### src/rtl/pc_gen_pkg.sv
// rtl/pc_gen_pkg.sv - shared constants and FSM encoding for the fetch-stage PC generator
package pc_gen_pkg;

  // Reset level and instruction-ROM chip-enable levels
  localparam logic RST_ENABLE   = 1'b1;
  localparam logic CHIP_ENABLE  = 1'b1;
  localparam logic CHIP_DISABLE = 1'b0;

  // Default instruction address bus width
  localparam int INST_ADDR_BUS = 32;

  // Boot / running / stalled fetch states
  typedef enum logic [1:0] {
    PCG_BOOT = 2'd0,
    PCG_RUN  = 2'd1,
    PCG_HOLD = 2'd2
  } pcg_state_t;

endpackage

### src/rtl/pc_redirect_buf.sv
// rtl/pc_redirect_buf.sv - one-entry buffer holding a redirect raised while fetch is stalled
module pc_redirect_buf
  import pc_gen_pkg::*;
#(
  parameter int ADDR_W = INST_ADDR_BUS
) (
  input  logic              i_clk,
  input  logic              i_rst,
  input  logic              i_set,
  input  logic              i_clr,
  input  logic [ADDR_W-1:0] i_addr,
  output logic              o_pend_valid,
  output logic [ADDR_W-1:0] o_pend_addr
);

  logic              r_pend_valid;
  logic [ADDR_W-1:0] r_pend_addr;

  // Clear beats set so an exception or applied redirect always empties the entry;
  // a set while already full overwrites, so the youngest branch wins.
  always_ff @(posedge i_clk) begin
    if (i_rst == RST_ENABLE) begin
      r_pend_valid <= 1'b0;
      r_pend_addr  <= '0;
    end else if (i_clr) begin
      r_pend_valid <= 1'b0;
    end else if (i_set) begin
      r_pend_valid <= 1'b1;
      r_pend_addr  <= i_addr;
    end
  end

  assign o_pend_valid = r_pend_valid;
  assign o_pend_addr  = r_pend_addr;

endmodule

### src/rtl/pc_gen.sv
// rtl/pc_gen.sv - fetch-stage program counter with boot, stall, branch and exception redirect
module pc_gen
  import pc_gen_pkg::*;
#(
  parameter int                ADDR_W     = INST_ADDR_BUS,
  parameter int                INST_BYTES = 4,
  parameter logic [ADDR_W-1:0] RESET_PC   = '0,
  parameter logic [ADDR_W-1:0] EXC_VEC    = ADDR_W'(32'h00000020)
) (
  input  logic              i_clk,
  input  logic              i_rst,
  input  logic              i_stall,
  input  logic              i_branch_flag,
  input  logic [ADDR_W-1:0] i_branch_target,
  input  logic              i_exc_flag,
  output logic [ADDR_W-1:0] o_pc,
  output logic              o_inst_mem_en,
  output logic              o_pc_valid
);

  localparam logic [ADDR_W-1:0] INC_STEP   = ADDR_W'(INST_BYTES);
  localparam logic [ADDR_W-1:0] ALIGN_MASK = ~(ADDR_W'(INST_BYTES - 1));

  pcg_state_t        r_state;
  pcg_state_t        w_state_nxt;
  logic [ADDR_W-1:0] r_pc;
  logic              r_inst_mem_en;
  logic              r_pc_valid;
  logic [ADDR_W-1:0] w_pc_nxt;
  logic              w_inst_mem_en_nxt;
  logic              w_pc_valid_nxt;
  logic [ADDR_W-1:0] w_pc_inc;
  logic [ADDR_W-1:0] w_branch_aligned;
  logic              w_pend_set;
  logic              w_pend_clr;
  logic              w_pend_valid;
  logic [ADDR_W-1:0] w_pend_addr;

  assign w_pc_inc         = r_pc + INC_STEP;
  assign w_branch_aligned = i_branch_target & ALIGN_MASK;

  pc_redirect_buf #(
    .ADDR_W(ADDR_W)
  ) u_buf (
    .i_clk        (i_clk),
    .i_rst        (i_rst),
    .i_set        (w_pend_set),
    .i_clr        (w_pend_clr),
    .i_addr       (w_branch_aligned),
    .o_pend_valid (w_pend_valid),
    .o_pend_addr  (w_pend_addr)
  );

  // State register
  always_ff @(posedge i_clk) begin
    if (i_rst == RST_ENABLE) r_state <= PCG_BOOT;
    else                     r_state <= w_state_nxt;
  end

  // Next state: only a stall without a higher-priority redirect parks the FSM in HOLD
  always_comb begin
    w_state_nxt = r_state;
    case (r_state)
      PCG_BOOT: w_state_nxt = PCG_RUN;
      PCG_RUN, PCG_HOLD: begin
        if (i_exc_flag)                       w_state_nxt = PCG_RUN;
        else if (i_branch_flag && !i_stall)   w_state_nxt = PCG_RUN;
        else if (i_stall)                     w_state_nxt = PCG_HOLD;
        else                                  w_state_nxt = PCG_RUN;
      end
      default: w_state_nxt = PCG_BOOT;
    endcase
  end

  // Next pc / enable / valid and pending-buffer control, priority exc > branch > stall > increment
  always_comb begin
    w_pc_nxt          = r_pc;
    w_inst_mem_en_nxt = r_inst_mem_en;
    w_pc_valid_nxt    = r_pc_valid;
    w_pend_set        = 1'b0;
    w_pend_clr        = 1'b0;
    case (r_state)
      PCG_BOOT: begin
        w_pc_nxt          = RESET_PC;
        w_inst_mem_en_nxt = CHIP_ENABLE;
        w_pc_valid_nxt    = 1'b1;
      end
      PCG_RUN, PCG_HOLD: begin
        if (i_exc_flag) begin
          w_pc_nxt       = EXC_VEC;
          w_pc_valid_nxt = 1'b0;
          w_pend_clr     = 1'b1;
        end else if (i_branch_flag && !i_stall) begin
          w_pc_nxt       = w_branch_aligned;
          w_pc_valid_nxt = 1'b0;
          w_pend_clr     = 1'b1;
        end else if (i_stall) begin
          w_pend_set = i_branch_flag;
        end else if (w_pend_valid) begin
          // Stall just released with a buffered redirect: take it with no extra cycle
          w_pc_nxt       = w_pend_addr;
          w_pc_valid_nxt = 1'b0;
          w_pend_clr     = 1'b1;
        end else begin
          w_pc_nxt       = w_pc_inc;
          w_pc_valid_nxt = 1'b1;
        end
      end
      default: begin
        w_pc_nxt = r_pc;
      end
    endcase
  end

  // Output registers, so nothing combinational reaches the ROM or IF/ID
  always_ff @(posedge i_clk) begin
    if (i_rst == RST_ENABLE) begin
      r_pc          <= RESET_PC;
      r_inst_mem_en <= CHIP_DISABLE;
      r_pc_valid    <= 1'b0;
    end else begin
      r_pc          <= w_pc_nxt;
      r_inst_mem_en <= w_inst_mem_en_nxt;
      r_pc_valid    <= w_pc_valid_nxt;
    end
  end

  assign o_pc          = r_pc;
  assign o_inst_mem_en = r_inst_mem_en;
  assign o_pc_valid    = r_pc_valid;

endmodule

### config.mk
export PLATFORM = sky130hd
export DESIGN_NAME = pc_gen
export DESIGN_NICKNAME = d
export VERILOG_FILES = /design/src/rtl/pc_gen_pkg.sv /design/src/rtl/pc_redirect_buf.sv /design/src/rtl/pc_gen.sv
export SDC_FILE = /design/constraint.sdc
export NUM_CORES = 1
export LEC_CHECK = 0
export CAP_MARGIN = 5
export CORE_AREA = 5 5 124 96
export CTS_CLUSTER_DIAMETER = 50
export DETAILED_ROUTE_END_ITERATION = 8
export DIE_AREA = 0 0 129 101
export HOLD_SLACK_MARGIN = 0.06
export PLACE_DENSITY = 0.67
export SLEW_MARGIN = 15
export SYNTH_ARGS = -nofsm -noshare
export SYNTH_HDL_FRONTEND = slang
export SYNTH_SLANG_ARGS = --single-unit
### constraint.sdc
create_clock -name i_clk -period 5.8 [get_ports i_clk]
set_clock_uncertainty 0.15 [all_clocks]
set_input_delay 1.16 -clock i_clk [delete_from_list [all_inputs] [get_ports i_clk]]
set_output_delay 1.16 -clock i_clk [all_outputs]
set_load 0.01 [all_outputs]
==> metrics.txt, run 1 <==
Root Driver clkbuf_16; HP Start u_buf.o_pend_addr[18]; status finished, final reports clean; fin cells 680; hold buffers post-CTS 0; cells on worst reg2reg path 7; Worst Path Required 5.91 ns; initial antenna violation count 0; gpl congestion 0.849; CP max stage cell or4b_1; Stages on worst setup path 6; crit path cell chain clkdlybuf4s50_1, or4b_1, nor2_4, o221ai_1, o21ai_0, o2bb2ai_1; DRC viols 0; port bufs 66; FMAX 282 MHz; Synth cell types 58; post-CTS resize count 0; Detail Route Antenna Nets 0; Crit path max-delay family simple AND/OR/NAND/NOR gates; Overflow after GRT 0; async set or reset register ratio after synthesis 0; pin count of the biggest net entering global routing 44; HP Class reg2reg; Worst Path Arrival 3.66 ns; Post-synth EDFFs 0; Most used DFF post-synth dfxtp_1; vias in the first global route 3539; Post-Syn Area 0.00360 mm²; Slew @ Worst Pin 0.834 ns; max incr delay on CP 0.87 ns; R2R Path Start r_state[0]; layout cell share with drive strength beyond 1 0.0574; # setup viols final 0; Syn-to-layout area delta 28.0%; later-pin clock latency in the skew report 0.33 ns; M3 GR Usage 0.0408; flops & latches, synth 65; RSZ-0062 raised after global routing no; first-pass GRT wire length 18400 µm; DIE WIDTH 129 µm; fin crit share 0.612; Yosys warning count 0; row count 33; M2 GR Usage 0.271; Synth area leaders dfxtp_1 36%, nand2_1 11%, a21oi_1 9.2%; Pins Over Slew Limit 0; final net count 575; max_cap viols 0; static leakage 0.00150 µW; Total Routed Length 11700 µm; Die ar. 0.0130 mm²; Pre-antenna DRT Iters 4; sequential cell area fraction in the yosys report 0.362; Fin Setup TNS 0 ns; starting density of the core 0.338; Syn Area/Cell 7.31 µm²; clk sinks 65; CP Max Fanout 17; GRT Total Usage 0.177; Hold Path Depth 2; GR Util met1 0.250; WS Path Type in2reg; total CTS buffers 9; IO Pins 71; CTS max path bufs 2; share of the synthesized area in the top cell type 0.362; CTS clk-pin slew, worst paths 0.05 ns; CTS tree done; startpoint types primary input; r2r setup slk 2.89 ns; Setup Fix Bufs, Post-CTS 0; Final HPWL DP 7740 µm; Crit. End Element flop; htree depth 3; worst reg2reg endpoint o_pc[20]; ANT cells 0; Final Hold Fails 0; VDD IR max 0.141 mV; DR WL/cell 17.1 µm; PwrDens 250 mW/mm²; GR peak layer met2; Worst slew margin 0.442; Gate Count Post-Synth 492; via/cell ratio 5.69; Core Box Area 0.0107 mm²; chip height 101 µm; Final Critical Period 3.55 ns; WP buf/inv 1; via count 3872; starting DRC count in detailed routing 293; Hold Path End u_buf.o_pend_addr[18]; Inst Count DP 664; Core Util, Final 0.432; Synth area leader dfxtp_1
[worst max-delay path by stage]
| stage | from | to | slack [ns] |
|---|---|---|---|
| finish | i_stall | o_pc[20] | 2.25 |
| global route | i_stall | o_pc[20] | 2.11 |
| CTS | i_stall | o_pc[20] | 2.34 |
| detailed placement | i_stall | o_pc[20] | 2.00 |
| global placement | i_stall | o_pc[20] | 2.03 |
| floorplan | i_stall | o_pc[19] | 3.04 |
[stage by stage]
stage	setup slack, ns	cell area (µm²)	hold WS (ns)	total power, µW
detailed placement	2.00	4290	0.297	592
CTS	2.34	4600	0.304	1150
global route	2.11	4610	0.314	1190
finish	2.25	4610	0.305	1150
floorplan	3.04	3600	0.282	538
global placement	2.03	4290	0.289	589
[Yosys cell counts (4+ instances only)]
master,n
nor2_1,24
or3_1,5
nor3_1,6
o21ai_0,32
o211ai_1,8
o22ai_1,8
nand2_1,103
clkbuf_1,28
nand4_1,11
inv_1,9
a21oi_1,66
nand3_1,29
dfxtp_1,65
o2bb2ai_1,6
and3_1,7
nor4_1,6
a31oi_1,4
xor2_1,10
[sequential cells by signal (all words and copies together), names as in the netlist]
register,cells
u_buf.o_pend_addr,30
o_pc_valid,1
u_buf.o_pend_valid,1
o_pc,30
o_inst_mem_en,1
r_state,2
[power by group]
group	switching, µW	internal [µW]
combinational	71.1	49.6
clock	196	367
sequential	8.41	457
total	276	874
[kinds of logic (layout without fill, tap and decap cells)]
family	after synthesis	count (layout)	synth area share
other	1	2	0.00104
AO/OA/AOI/OAI	153	153	0.259
multiplexers	1	1	0.00278
XOR/XNOR	11	11	0.0268
AND/OR/NAND/NOR	208	208	0.275
adder cells (fa/ha/maj)	3	3	0.0104
flip-flops	65	65	0.362
buffers and inverters	50	97	0.0629
[routing by layer]
layer	share of wire	vias up
li1	-	1859
met1	0.47	1840
met2	0.45	160
met3	0.068	13
met4	0.0094	0
met5	0	-
[cell type report]
cell class,instances,area (µm²)
fillers,1103,6050
repair buffers,72,701
clock inverters,2,35.0
inverters,9,33.8
multi-input cells,378,2090
flip-flops and latches,65,1300
well taps,140,175
clock buffers,14,274
[worst register-to-register path: stages (launching register included)]
cell	delay, ns
dfxtp_1	0.33
inv_1	0.05
ha_1	0.43
or4b_1	0.78
nor2_4	0.52
o221ai_1	0.25
o21ai_0	0.21
o2bb2ai_1	0.12
[layout by cell type, fill, tap and decap left out, types with 3 or more instances in the layout]
cell type and n:
nand2_1 103, a21oi_1 66, clkdlybuf4s50_1 65, dfxtp_1 65, o21ai_0 32, nand3_1 29, nor2_1 24, nand4_1 11
xor2_1 10, inv_1 9, clkbuf_16 9, o22ai_1 8, o211ai_1 8, and3_1 7, nor4_1 6, nor3_1 6
o2bb2ai_1 6, buf_4 6, or3_1 5, a31oi_1 4, o221ai_1 3, o2111ai_1 3, ha_1 3, clkbuf_8 3
Note: power is estimated with default switching activity, not from simulation.
==> run 2, diff against run 1 <==
==> constraint.sdc (replaced) <==
create_clock -name i_clk -period 3.4 [get_ports i_clk]
set_clock_uncertainty 0.15 [all_clocks]
set_input_delay 0.68 -clock i_clk [delete_from_list [all_inputs] [get_ports i_clk]]
set_output_delay 0.68 -clock i_clk [all_outputs]
set_load 0.01 [all_outputs]
==> run 2 against run 1 <==
Compared with the run above:
- utilization up 0.59 points
- critical path depth down 1
- hold slack worse by 0.0019 ns
==> metrics.txt, run 2 (synthesis gave the netlist of run 1 again) <==
status finished, final reports clean (unchanged); HP Class reg2reg (unchanged); Most Frequent Cell on Critical Path or4b_1; CTS clk-pin slew, worst paths 0.06 ns (was 0.05 ns); gpl congestion 0.879 (was 0.849); via/cell ratio 5.65 (was 5.69); CP max stage cell or4b_1 (unchanged); PwrDens 411 mW/mm² (was 250 mW/mm²); Pre-antenna DRT Iters 4 (unchanged); Root Driver clkbuf_16 (unchanged); GRT Total Usage 0.181 (was 0.177); htree depth 3 (unchanged); static leakage 0.00155 µW (was 0.00150 µW); FF+latch area 0.00130 mm² (unchanged); Setup Fix Bufs, Post-CTS 0 (unchanged); WS Path Type in2reg (unchanged); Final Hold Fails 0 (unchanged); fin cells 692 (was 680); Fin Setup TNS 0 ns (unchanged); clk sinks 65 (unchanged); CP Max Fanout 5 (was 17); hold buffers post-CTS 0 (unchanged); CTS max path bufs 2 (unchanged); Total Routed Length 11800 µm (was 11700 µm); VDD IR max 0.211 mV (was 0.141 mV); commonest non-fill, non-tap cells in the layout 103 x nand2_1, 66 x a21oi_1, 65 x clkdlybuf4s50_1, 65 x dfxtp_1, 32 x o21ai_0 (unchanged); total CTS buffers 9 (unchanged); starting DRC count in detailed routing 358 (was 293); Overflow after GRT 0 (unchanged); row count 33 (unchanged); Slew @ Worst Pin 0.660 ns (was 0.834 ns); final net count 587 (was 575); Worst slew margin 0.556 (was 0.442); Crit. End Element flop (unchanged); max incr delay on CP 0.74 ns (was 0.87 ns); Worst Path Required 3.52 ns (was 5.91 ns); RSZ-0062 raised after global routing no (unchanged); max_cap viols 0 (unchanged); DRC viols 0 (unchanged); crit path cell chain clkdlybuf4s50_1, or4b_1, nor3_4, or4b_1, nand3_1 (was clkdlybuf4s50_1, or4b_1, nor2_4, o221ai_1, o21ai_0, o2bb2ai_1); Worst Path Arrival 2.74 ns (was 3.66 ns); port bufs 66 (unchanged); Syn-to-layout area delta 29.7% (was 28.0%); GR Util met1 0.255 (was 0.250); pin count of the biggest net entering global routing 44 (unchanged); CTS tree done (unchanged); Pins Over Slew Limit 0 (unchanged); Final Critical Period 2.62 ns; M3 GR Usage 0.0466 (was 0.0408); ANT cells 0 (unchanged); post-CTS resize count 0 (unchanged); DR WL/cell 17.0 µm (was 17.1 µm); vias in the first global route 3719 (was 3539); initial antenna violation count 0 (unchanged); Final HPWL DP 8260 µm (was 7740 µm); M2 GR Usage 0.283 (was 0.271); IO Pins 71 (unchanged); commonest non-fill, non-tap cell in the layout nand2_1 (unchanged); area taken by multi-input logic gates 0.00208 mm² (was 0.00209 mm²); chip height 101 µm (unchanged); fin crit share 0.772; Filler cells 1087 (was 1103); # setup viols final 0 (unchanged); later-pin clock latency in the skew report 0.33 ns (about the same); first-pass GRT wire length 19200 µm (was 18400 µm); starting density of the core 0.338 (unchanged); DIE WIDTH 129 µm (unchanged); startpoint types primary input (unchanged); layout cell share with drive strength beyond 1 0.0761 (was 0.0574); Core Box Area 0.0107 mm² (unchanged); Inst Count DP 676 (was 664); via count 3911 (was 3872); GR peak layer met2 (unchanged); Crit path max-delay family simple AND/OR/NAND/NOR gates (unchanged); Detail Route Antenna Nets 0 (unchanged); FMAX 381 MHz; Die ar. 0.0130 mm² (unchanged); WP buf/inv 1 (unchanged)
run 2: changes by cell type in the layout (fill, tap and decap cells not counted):
cell      before  now
clkbuf_1       2    3
buf_4          6   18
clkinv_2       1    2
nor4b_4        1    0
clkbuf_8       3    1
nor4b_2        0    1
run 2: cell type report:
type / count / area share
Clock buffer: 13 / 0.0536
Timing Repair Buffer: 84 / 0.169
Inverter: 9 / 0.00724
Tap cell: 140 / 0.0375
Sequential cell: 65 / 0.279
Multi-Input combinational cell: 378 / 0.445
Clock inverter: 3 / 0.00858
run 2: path summary, 6_finish.rpt:
path | depth (start not counted) | slack (ns) | to | start
max reg2reg | 6 | 0.88 | o_pc[24] | r_state[0]
min | 2 | 0.30 | u_buf.o_pend_addr[8] | u_buf.o_pend_addr[8]
max | 5 | 0.78 | o_pc[24] | i_exc_flag
min reg2reg | 2 | 0.30 | u_buf.o_pend_addr[8] | u_buf.o_pend_addr[8]
run 2: power by group:
part	leakage, µW	internal (µW)	switching, µW
Sequential	0.000526	779	14.3
Clock	0.000144	586	327
Combinational	0.000876	90.8	122
Total	0.00155	1460	463
run 2: layer usage:
layer  vias to the layer above  share of wire
met5                         -              0
met4                         0         0.0072
met3                        11          0.077
met2                       177           0.45
met1                      1841           0.46
li1                       1882              -
run 2: tightest hold or removal path, cell delays in order, from the launching register on:
cell     delay (ns)
dfxtp_1        0.30
nand2_1        0.05
a21oi_1        0.05
run 2: per-stage QoR:
step	total power, µW	hold WS, ns	setup slack [ns]	utilization	instance area [µm²]
finish	1920	0.303	0.775	0.438	4670
global route	1990	0.324	0.727	0.438	4670
CTS	1930	0.305	0.796	0.438	4670
detailed placement	1020	0.297	0.473	0.411	4380
global placement	1010	0.288	0.462	0.411	4380
floorplan	917	0.282	1.12	-	3600
==> run 3, diff against run 2 <==
==> constraint.sdc (replaced) <==
create_clock -name i_clk -period 2.48 [get_ports i_clk]
set_clock_uncertainty 0.15 [all_clocks]
set_input_delay 0.496 -clock i_clk [delete_from_list [all_inputs] [get_ports i_clk]]
set_output_delay 0.496 -clock i_clk [all_outputs]
set_load 0.01 [all_outputs]
==> run 3 against run 2 <==
Compared with the run above:
- setup slack got worse by 0.58 ns
- critical path depth rose by 2
- clock-buffer cell count fell by 1
- critical path type unchanged
==> metrics.txt, run 3 (synthesis gave the netlist of run 1 again) <==
Pins Over Slew Limit 0 (unchanged); status finished, final reports clean (unchanged); later-pin clock latency in the skew report 0.34 ns (was 0.33 ns); chip height 101 µm (unchanged); FMAX 438 MHz; HP Class reg2reg (unchanged); Syn-to-layout area delta 35.2% (was 29.7%); clk sinks 65 (unchanged); first-pass GRT wire length 19300 µm (was 19200 µm); DR WL/cell 16.9 µm (was 17.0 µm); Final Hold Fails 0 (unchanged); hold buffers post-CTS 0 (unchanged); htree depth 3 (unchanged); Crit. End Element flop (unchanged); vias in the first global route 3827 (was 3719); starting density of the core 0.338 (unchanged); final net count 609 (was 587); total CTS buffers 9 (unchanged); starting DRC count in detailed routing 325 (was 358); fin cells 713 (was 692); overall power 2690 µW (was 1920 µW); post-CTS resize count 0 (unchanged); Inst Count DP 698 (was 676); CTS clk-pin slew, worst paths 0.05 ns (was 0.06 ns); Worst Path Arrival 2.40 ns (was 2.74 ns); Overflow after GRT 0 (unchanged); Pre-antenna DRT Iters 5 (was 4); static leakage 0.00167 µW (was 0.00155 µW); via/cell ratio 5.62 (was 5.65); Core Box Area 0.0107 mm² (unchanged); Critical path origin i_stall (was i_exc_flag); Total Routed Length 12000 µm (was 11800 µm); VDD IR max 0.345 mV (was 0.211 mV); DRC viols 0 (unchanged); startpoint types primary input (unchanged); pin count of the biggest net entering global routing 39 (was 44); Detail Route Antenna Nets 0 (unchanged); # setup viols final 0 (unchanged); Setup WS pre-CTS -0.137 ns (was 0.473 ns); fin crit share 0.920; layout cell share with drive strength beyond 1 0.113 (was 0.0761); commonest non-fill, non-tap cells in the layout 103 x nand2_1, 66 x a21oi_1, 65 x clkdlybuf4s50_1, 65 x dfxtp_1, 38 x buf_4 (was 103 x nand2_1, 66 x a21oi_1, 65 x clkdlybuf4s50_1, 65 x dfxtp_1, 32 x o21ai_0); PwrDens 552 mW/mm² (was 411 mW/mm²); WS Path Type in2reg (unchanged); gpl congestion 0.885 (was 0.879); row count 33 (unchanged); CTS tree done (unchanged); Die ar. 0.0130 mm² (unchanged); DIE WIDTH 129 µm (unchanged); RSZ-0062 raised after global routing no (unchanged); GRT Total Usage 0.186 (was 0.181); CP Max Fanout 9 (was 5); Final HPWL DP 8580 µm (was 8260 µm); Setup Fix Bufs, Post-CTS 0 (unchanged); R2R Path Start o_pc[11] (was r_state[0]); max_cap viols 0 (unchanged); ANT cells 0 (unchanged); IO Pins 71 (unchanged); commonest non-fill, non-tap cell in the layout nand2_1 (unchanged); port bufs 66 (unchanged); via count 4010 (was 3911); CTS max path bufs 2 (unchanged); Root Driver clkbuf_16 (unchanged); Worst slew margin 0.589 (was 0.556); Final Critical Period 2.28 ns; initial antenna violation count 0 (unchanged); Worst Path Required 2.60 ns (was 3.52 ns); HP Start u_buf.o_pend_addr[9] (was u_buf.o_pend_addr[8]); Final WS setup 0.199 ns (was 0.775 ns); Slew @ Worst Pin 0.611 ns (was 0.660 ns)
-- run 3: cell types whose count changed in the layout (fill, tap and decap cells not counted), sizes merged --
cell / before / now
clkbuf: 13 / 12
buf: 19 / 41
-- run 3: final cells by class --
class / count / area [µm²]
fill: 1058 / 5790
multi-input combinational: 378 / 2080
sequential: 65 / 1300
timing repair buffer: 106 / 981
clock buffer: 12 / 256
tap: 140 / 175
clock inverter: 3 / 40.0
inverter: 9 / 33.8
-- run 3: worst max-delay path, stage by stage --
cell and delay (ns):
clkdlybuf4s50_1 0.42, or4b_1 0.52, buf_4 0.19, nor2_4 0.26, o221ai_1 0.20, o21ai_0 0.19
o2bb2ai_1 0.12
-- run 3: stage by stage --
step / setup TNS, ns / area, µm² / util / hold slack, ns
final: 0 / 4860 / 0.457 / 0.304
after detailed placement: -0.962 / 4570 / 0.429 / 0.297
after CTS: 0 / 4860 / 0.457 / 0.305
after global placement: -0.310 / 4570 / 0.429 / 0.288
after floorplan: 0 / 3600 / - / 0.282
after global routing: 0 / 4860 / 0.457 / 0.321
-- run 3: power breakdown --
part	leakage, µW	switching (µW)	internal [µW]	total [µW]
sequential	0.000526	18.3	1070	1090
combinational	0.000992	174	143	318
clock	0.000148	460	823	1280
total	0.00167	652	2030	2690
-- run 3: final timing paths --
| kind | to | slack [ns] | cells past startpoint |
|---|---|---|---|
| setup / recovery | o_pc[20] | 0.20 | 7 |
| setup reg to reg | o_pc[29] | 0.20 | 5 |
| hold reg to reg | u_buf.o_pend_addr[9] | 0.30 | 2 |
| hold / removal | u_buf.o_pend_addr[9] | 0.30 | 2 |
-- run 3: layer usage --
metal | up-vias | global-route usage | wire length, µm
met5 | - | 0 | 0
met4 | 0 | 0.0613 | 151
met3 | 17 | 0.0482 | 982
met2 | 183 | 0.285 | 5360
met1 | 1895 | 0.255 | 5530
li1 | 1915 | - | -
